[src/rtl/rec_ctrl.sv]
// Transport controller for the audio recorder: turns play/record button edges into
// record/play/pause modes, drives the sram address and issues per-frame write/read strobes.
module rec_ctrl #(
   parameter int unsigned ADDR_W = 18
) (
   input  logic              clk_i,
   input  logic              reset_i,
   input  logic              play_i,
   input  logic              record_i,
   input  logic              sample_tick_i,
   output logic [ADDR_W-1:0] addr_o,
   output logic              write_o,
   output logic              read_o,
   output logic              rec_en_o,
   output logic              play_en_o,
   output logic [ADDR_W:0]   sample_count_o,
   output logic              full_o,
   output logic [1:0]        state_o
);

   typedef enum logic [1:0] {
      StIdle   = 2'd0,
      StRecord = 2'd1,
      StPlay   = 2'd2,
      StPause  = 2'd3
   } state_e;

   state_e              state_q, state_d;
   logic                play_q, record_q;
   logic [ADDR_W-1:0]   ptr_q, ptr_d;
   logic [ADDR_W-1:0]   addr_q, addr_d;
   logic                write_q, write_d;
   logic                read_q, read_d;
   logic [ADDR_W:0]     count_q, count_d;
   logic                full_q, full_d;

   logic                play_rise, record_rise;
   logic [ADDR_W:0]     ptr_inc;

   assign play_rise   = play_i & ~play_q;
   assign record_rise = record_i & ~record_q;
   // One wider than ptr so the count can reach 2^ADDR_W on a full take.
   assign ptr_inc     = {1'b0, ptr_q} + (ADDR_W+1)'(1);

   // Next-state: button edges first (record over play), then the frame tick.
   always_comb begin
      state_d = state_q;
      ptr_d   = ptr_q;
      addr_d  = addr_q;
      write_d = 1'b0;
      read_d  = 1'b0;
      count_d = count_q;
      full_d  = full_q;
      unique case (state_q)
         StIdle: begin
            if (record_rise) begin
               state_d = StRecord;
               ptr_d   = '0;
               count_d = '0;
               full_d  = 1'b0;
            end else if (play_rise && (count_q != '0)) begin
               state_d = StPlay;
               ptr_d   = '0;
            end
         end
         StRecord: begin
            if (record_rise) begin
               state_d = StIdle;
            end else if (!play_rise && sample_tick_i) begin
               write_d = 1'b1;
               addr_d  = ptr_q;
               ptr_d   = ptr_inc[ADDR_W-1:0];
               count_d = ptr_inc;
               if (&ptr_q) begin
                  full_d  = 1'b1;
                  state_d = StIdle;
               end
            end
         end
         StPlay: begin
            if (record_rise) begin
               state_d = StIdle;
            end else if (play_rise) begin
               state_d = StPause;
            end else if (sample_tick_i) begin
               read_d = 1'b1;
               addr_d = ptr_q;
               ptr_d  = ptr_inc[ADDR_W-1:0];
               if (ptr_inc == count_q) begin
                  state_d = StIdle;
               end
            end
         end
         StPause: begin
            if (record_rise) begin
               state_d = StIdle;
            end else if (play_rise) begin
               state_d = StPlay;
            end
         end
         default: state_d = StIdle;
      endcase
   end

   // State registers; button history follows the inputs during reset so a held
   // button does not produce an edge when reset releases.
   always_ff @(posedge clk_i) begin
      play_q   <= play_i;
      record_q <= record_i;
      if (reset_i) begin
         state_q <= StIdle;
         ptr_q   <= '0;
         addr_q  <= '0;
         write_q <= 1'b0;
         read_q  <= 1'b0;
         count_q <= '0;
         full_q  <= 1'b0;
      end else begin
         state_q <= state_d;
         ptr_q   <= ptr_d;
         addr_q  <= addr_d;
         write_q <= write_d;
         read_q  <= read_d;
         count_q <= count_d;
         full_q  <= full_d;
      end
   end

   // Outputs decode straight from registers.
   always_comb begin
      addr_o         = addr_q;
      write_o        = write_q;
      read_o         = read_q;
      rec_en_o       = (state_q == StRecord);
      play_en_o      = (state_q == StPlay);
      sample_count_o = count_q;
      full_o         = full_q;
      state_o        = state_q;
   end

endmodule

[config.mk]
export PLATFORM = sky130hd
export DESIGN_NAME = rec_ctrl
export DESIGN_NICKNAME = d
export VERILOG_FILES = /design/src/rtl/rec_ctrl.sv
export SDC_FILE = /design/constraint.sdc
export NUM_CORES = 1
export LEC_CHECK = 0
export ABC_CLOCK_PERIOD_IN_PS = 3600
export BUFFER_PORTS_ARGS = -buffer_cell sky130_fd_sc_hd__buf_2
export CAP_MARGIN = 20
export CORE_MARGIN = 5
export CORE_UTILIZATION = 45
export DETAILED_ROUTE_END_ITERATION = 8
export HOLD_SLACK_MARGIN = 0.15
export PLACE_DENSITY = 0.61
export SKIP_CTS_REPAIR_TIMING = 1
export SYNTH_ARGS = -nofsm -noshare
export SYNTH_HDL_FRONTEND = slang
export SYNTH_SLANG_ARGS = --single-unit
[constraint.sdc]
create_clock -name clk_i -period 3.6 [get_ports clk_i]
set_input_delay 0.72 -clock clk_i [delete_from_list [all_inputs] [get_ports clk_i]]
set_output_delay 0.72 -clock clk_i [all_outputs]
set_load 0.02 [all_outputs]
==> reports/results.txt, run 1 <==
Die W = 99.9 um
Top cell type's share of synthesized area = 34.2%
CTS sink count = 62
Actual slew at the worst max-slew pin = 0.791 ns
Synth area leaders = dfxtp_1 34%, a21oi_1 7.9%, nand2_1 5.3%, nor2_1 4.5%, xor2_1 4.1%
Startpoint types = register
Synth cell types = 64
GR met2 Demand/Resource = 33.9%
Met1 Usage GRT = 28.0%
Leakage power = 1.63 nW
Post-layout util = 53.3%
Routability congestion estimate = 0.953
Commonest non-fill, non-tap cell in the layout = dfxtp_1
Most frequent cells in the layout = 62 x dfxtp_1, 57 x a21oi_1, 51 x nand2_1, 48 x buf_2, 44 x nor2_1
First-pass GRT wire length = 16900 um
Ant. Diodes = 0
Initial antenna violation count = 0
Grt ovf = 0
CP peak stage delay = 0.44 ns
DR vias = 3453
Worst hold path type = reg -> reg
CTS root buffer = clkbuf_8
Avg Synthesized Cell Area = 7.95 um^2
Routed WL = 10300 um
Share of flip-flops with an asynchronous set or reset = 0%
Area Overhead vs Synth = 14.6%
CTS tree = done
Detail Route Antenna Nets = 0
Yosys warns = 0
Clk pin slew, worst setup/hold paths = 0.07 ns
RSZ-0062 raised after global routing = false
CTS Buf Count = 9
Status = completed
Pin count of the biggest net entering global routing = 61
Syn nets = 468
Clock Path Buffers = 2
Endpoints failing setup = 0
Synthesized cell area = 0.00363 mm^2
Cell taking the most area after synthesis = dfxtp_1
Critical Path Sink Type = register
Share of layout cells above drive strength 1 = 19.4%
Fin crit share = 86.6%
Crit path max-delay family = compound AO/OA/AOI/OAI gates
Primary FF master, synth = dfxtp_1
WL per Instance = 17.3 um
Pwr dens = 515 mW/mm^2
GR Util All Layers = 21.3%
Total die area = 0.00997 mm^2
VDD IR max = 291 uV
Final hold viol count = 0
Clk_lat worst skew = 0.35 ns
Starting density of the core = 46.5%
WP data arrival = 3.34 ns
Initial drt markers = 180
Crit path time final = 3.12 ns
Core ar. = 0.00781 mm^2
DP HPWL = 7480 um
Setup total negative slack = 0 ns
Number of synthesized flops with an enable pin = 0
Vias in the first global route = 3229
Met3 Track Usage GR = 5.28%
Max-slew headroom = 47.1%
Max Cap Viol = 0
Slew Viols, Final = 0
Number of port buffers = 48
Die Span Y = 99.9 um
Nets = 502
WS Path Type = reg -> reg
Critical path cell sequence = ha_1, nand4_2, nor3_1, buf_4, mux2_2, a2111oi_4, nand3_2, o311ai_4, a21oi_1, a2111oi_1
Drc violations = 0
# rows = 32
DR vias/cell = 5.77
Critical-path maximum fanout = 6
Io pins = 49
Final clock skew = 0.00841 ns
#FFs+latches synth = 62
WP data required = 3.82 ns
CP bufs+invs = 1
Slowest CP cell = dfxtp_1
Drt first pass iters = 5
Busiest grt layer = met2
Seq/Total Area, Yosys = 34.2%
H-tree depth = 3
Post-synthesis cell count = 457
Maximum clock frequency = 321 MHz
cell families after synthesis:
logic type	Yosys count	share of synthesized area, %
AOI/OAI and AO/OA	123	22.1
xor gates and xnor gates	26	6.27
adders and majority gates	6	2.07
buffers and inverters	50	6.23
DFF	62	34.2
muxes	2	0.585
and+or+nand+nor	188	28.6
Yosys cell counts, types with 3 or more instances:
cell type,count
a21oi_1,57
nand2b_1,6
nor2b_1,6
a211oi_1,9
nand2_1,51
nor3b_1,5
xor2_1,17
nor3_1,8
nor4_1,6
nor2_1,44
ha_1,6
o311ai_0,3
buf_4,4
nand3_1,15
or3_1,3
a31oi_1,7
clkbuf_1,23
and3_1,3
o21ai_0,15
xnor2_1,9
inv_1,10
a21o_1,7
nand3b_1,8
nand4_1,7
and4_1,3
and2_1,3
dfxtp_1,62
buf_2,9
nand3_2,3
area by class of cell:
cell class / instances / area, um^2
Clock buffer: 10 / 128
Clock inverter: 6 / 86.3
Fill cell: 787 / 3640
Inverter: 10 / 37.5
Multi-Input combinational cell: 345 / 2170
Sequential cell: 62 / 1240
Tap cell: 102 / 128
Timing Repair Buffer: 63 / 373
report_power, final:
group	total [mW]	internal, mW	leakage (nW)	switching, mW
registers	0.738	0.710	0.500	0.0289
logic	0.731	0.236	1.03	0.495
clock network	0.674	0.389	0.106	0.286
total	2.14	1.33	1.63	0.809
final timing paths:
path,start,depth (start not counted),slack [ns],end
max reg2reg,ptr_q[1],10,0.48,state_o[1]
min reg2reg,full_o,2,0.44,full_o
min,full_o,2,0.44,full_o
max,ptr_q[1],10,0.48,state_o[1]
sequential cells by signal (all words and copies together), names as in the netlist:
name            count
read_o              1
ptr_q              18
addr_o             18
play_q              1
full_o              1
sample_count_o     19
record_q            1
state_o             2
write_o             1
per-stage QoR:
step,hold WS [ns],total power [mW],cell area (um^2),cells,setup slack (ns)
after global placement,0.428,1.47,3920,581,0.632
after CTS,0.450,2.15,4140,597,0.498
after global routing,0.473,2.28,4160,598,0.309
final,0.442,2.14,4160,598,0.483
after detailed placement,0.438,1.47,3920,581,0.560
after floorplan,0.493,1.28,3630,457,0.690
tightest hold or removal path, delay by kind of cell (launching register included):
family / cells / cell delay, ns
buffers and inverters: 1 / 0.05
AO/OA/AOI/OAI: 1 / 0.05
flip-flops: 1 / 0.31
metal layers:
metal	up-vias	wire length, um
met5	-	0
met3	16	716
met4	0	186
li1	1695	-
met2	116	4890
met1	1626	4540
No activity file was read; power rests on OpenSTA's default activity.
==> run 2: changes to the inputs <==
- BUFFER_PORTS_ARGS: -buffer_cell sky130_fd_sc_hd__buf_2 -> not set
- DONT_BUFFER_PORTS: not set -> 1
- PLACE_DENSITY: 0.61 -> 0.56
==> reports/results.txt, run 2 (same netlist as run 1, synthesis figures left out) <==
RSZ-0062 raised after global routing = false
CTS sink count = 62
Share of layout cells above drive strength 1 = 9.93%
Most frequent cells in the layout = 62 x dfxtp_1, 57 x a21oi_1, 51 x nand2_1, 44 x nor2_1, 17 x xor2_1
H-tree depth = 3
Pin count of the biggest net entering global routing = 61
Crit path time final = 3.29 ns
WL per Instance = 19.0 um
Area Overhead vs Synth = 7.27%
Grt ovf = 0
Max-slew headroom = 47.0%
Final clock skew = 0.0138 ns
Clock Path Buffers = 2
Status = completed
Max reg flops = 19
CTS root buffer = clkbuf_8
Drt first pass iters = 4
Setup total negative slack = 0 ns
Metal-1 WL = 4670 um
Io pins = 49
Pwr dens = 560 mW/mm^2
Worst hold path type = in -> reg
Internal cell power = 1.39 mW
Clock share of power = 35.0%
WP data required = 3.84 ns
Comb power frac = 29.8%
Drc violations = 0
DR vias/cell = 5.99
Final Non-Filler Cells = 545
WHS = 0.382 ns
RR Startpoint = ptr_q[1]
Metal2 WL = 4850 um
Total die area = 0.00997 mm^2
Critical Path Sink Type = register
DR vias = 3264
VDD IR max = 183 uV
Ant. Diodes = 0
HP Start = record_i
Reg power frac = 35.1%
CTS Buf Count = 9
Sw Share = 36.4%
Fin area = 0.00390 mm^2
Fin crit share = 91.3%
Endpoints failing setup = 0
Initial drt markers = 197
Starting density of the core = 46.5%
Routed WL = 10300 um
Vias in the first global route = 3136
Commonest non-fill, non-tap cell in the layout = dfxtp_1
Number of port buffers = 0
Max Cap Viol = 0
CTS tree = done
GR Util All Layers = 21.4%
Clk_lat worst skew = 0.36 ns
Final hold viol count = 0
Startpoint types = register
Switch Pwr = 0.793 mW
Die Span Y = 99.9 um
Placed Instances = 529
WS Path Type = reg -> reg
Critical-path maximum fanout = 6
Nets = 449
Leakage power = 1.36 nW
Routability congestion estimate = 0.907
DP HPWL = 7400 um
Maximum clock frequency = 304 MHz
Initial antenna violation count = 0
# rows = 32
Crit path from = ptr_q[1]
Slew Viols, Final = 0
Detail Route Antenna Nets = 0
WP data arrival = 3.53 ns
Top Metal Used = met4
Met3 routed WL = 561 um
First-pass GRT wire length = 17000 um
Die W = 99.9 um
Core ar. = 0.00781 mm^2
Actual slew at the worst max-slew pin = 0.792 ns
Placed inst area = 0.00365 mm^2
Clk pin slew, worst setup/hold paths = 0.08 ns
[run 2: cell types whose count changed in the layout (fill, tap and decap cells not counted), sizes merged]
cell,previous run,this run
clkbuf,10,9
bufinv,2,3
clkinvlp,1,0
buf,63,10
inv,10,11
[run 2: path summary, 6_finish.rpt]
check	end	slack, ns	cells after the start
hold / removal	record_q	0.38	0
setup reg to reg	state_o[1]	0.31	9
hold reg to reg	full_o	0.55	2
setup / recovery	state_o[1]	0.31	9
[run 2: routing by layer]
| layer | vias to the layer above | GRT usage [%] |
|---|---|---|
| met3 | 24 | 5.07 |
| met4 | 0 | 7.35 |
| met5 | - | 0 |
| met1 | 1556 | 29.0 |
| li1 | 1591 | - |
| met2 | 93 | 33.4 |
[run 2: final cells by class]
class,count,area (um^2)
fill,787,3910
inverter,10,37.5
multi-input combinational,345,2170
tap,102,128
clock buffer,9,124
sequential,62,1240
timing repair buffer,10,75.1
clock inverter,7,121
[run 2: power groups by stage]
stage	Sequential [mW]	Combinational [mW]	Clock, mW
after global routing	0.771	0.726	0.815
after global placement	0.781	0.640	0
final	0.766	0.650	0.764
after floorplan	0.769	0.509	0
after detailed placement	0.782	0.647	0
after CTS	0.767	0.652	0.779
[run 2: stage by stage]
stage / total power [mW] / worst slack, ns / util (%)
after floorplan: 1.28 / 0.690 / -
after global placement: 1.42 / 0.394 / 46.8
after detailed placement: 1.43 / 0.361 / 46.8
after CTS: 2.20 / 0.327 / 49.9
after global routing: 2.31 / 0.136 / 49.9
final: 2.18 / 0.314 / 49.9
[run 2: critical path, cell delays in order, from the launching register on]
cell	delay [ns]
dfxtp_1	0.49
ha_1	0.36
nand3_1	0.25
nor2_1	0.35
nand4_1	0.39
a2111oi_4	0.42
nand3_2	0.13
o311ai_4	0.34
a21oi_1	0.11
a2111oi_1	0.34
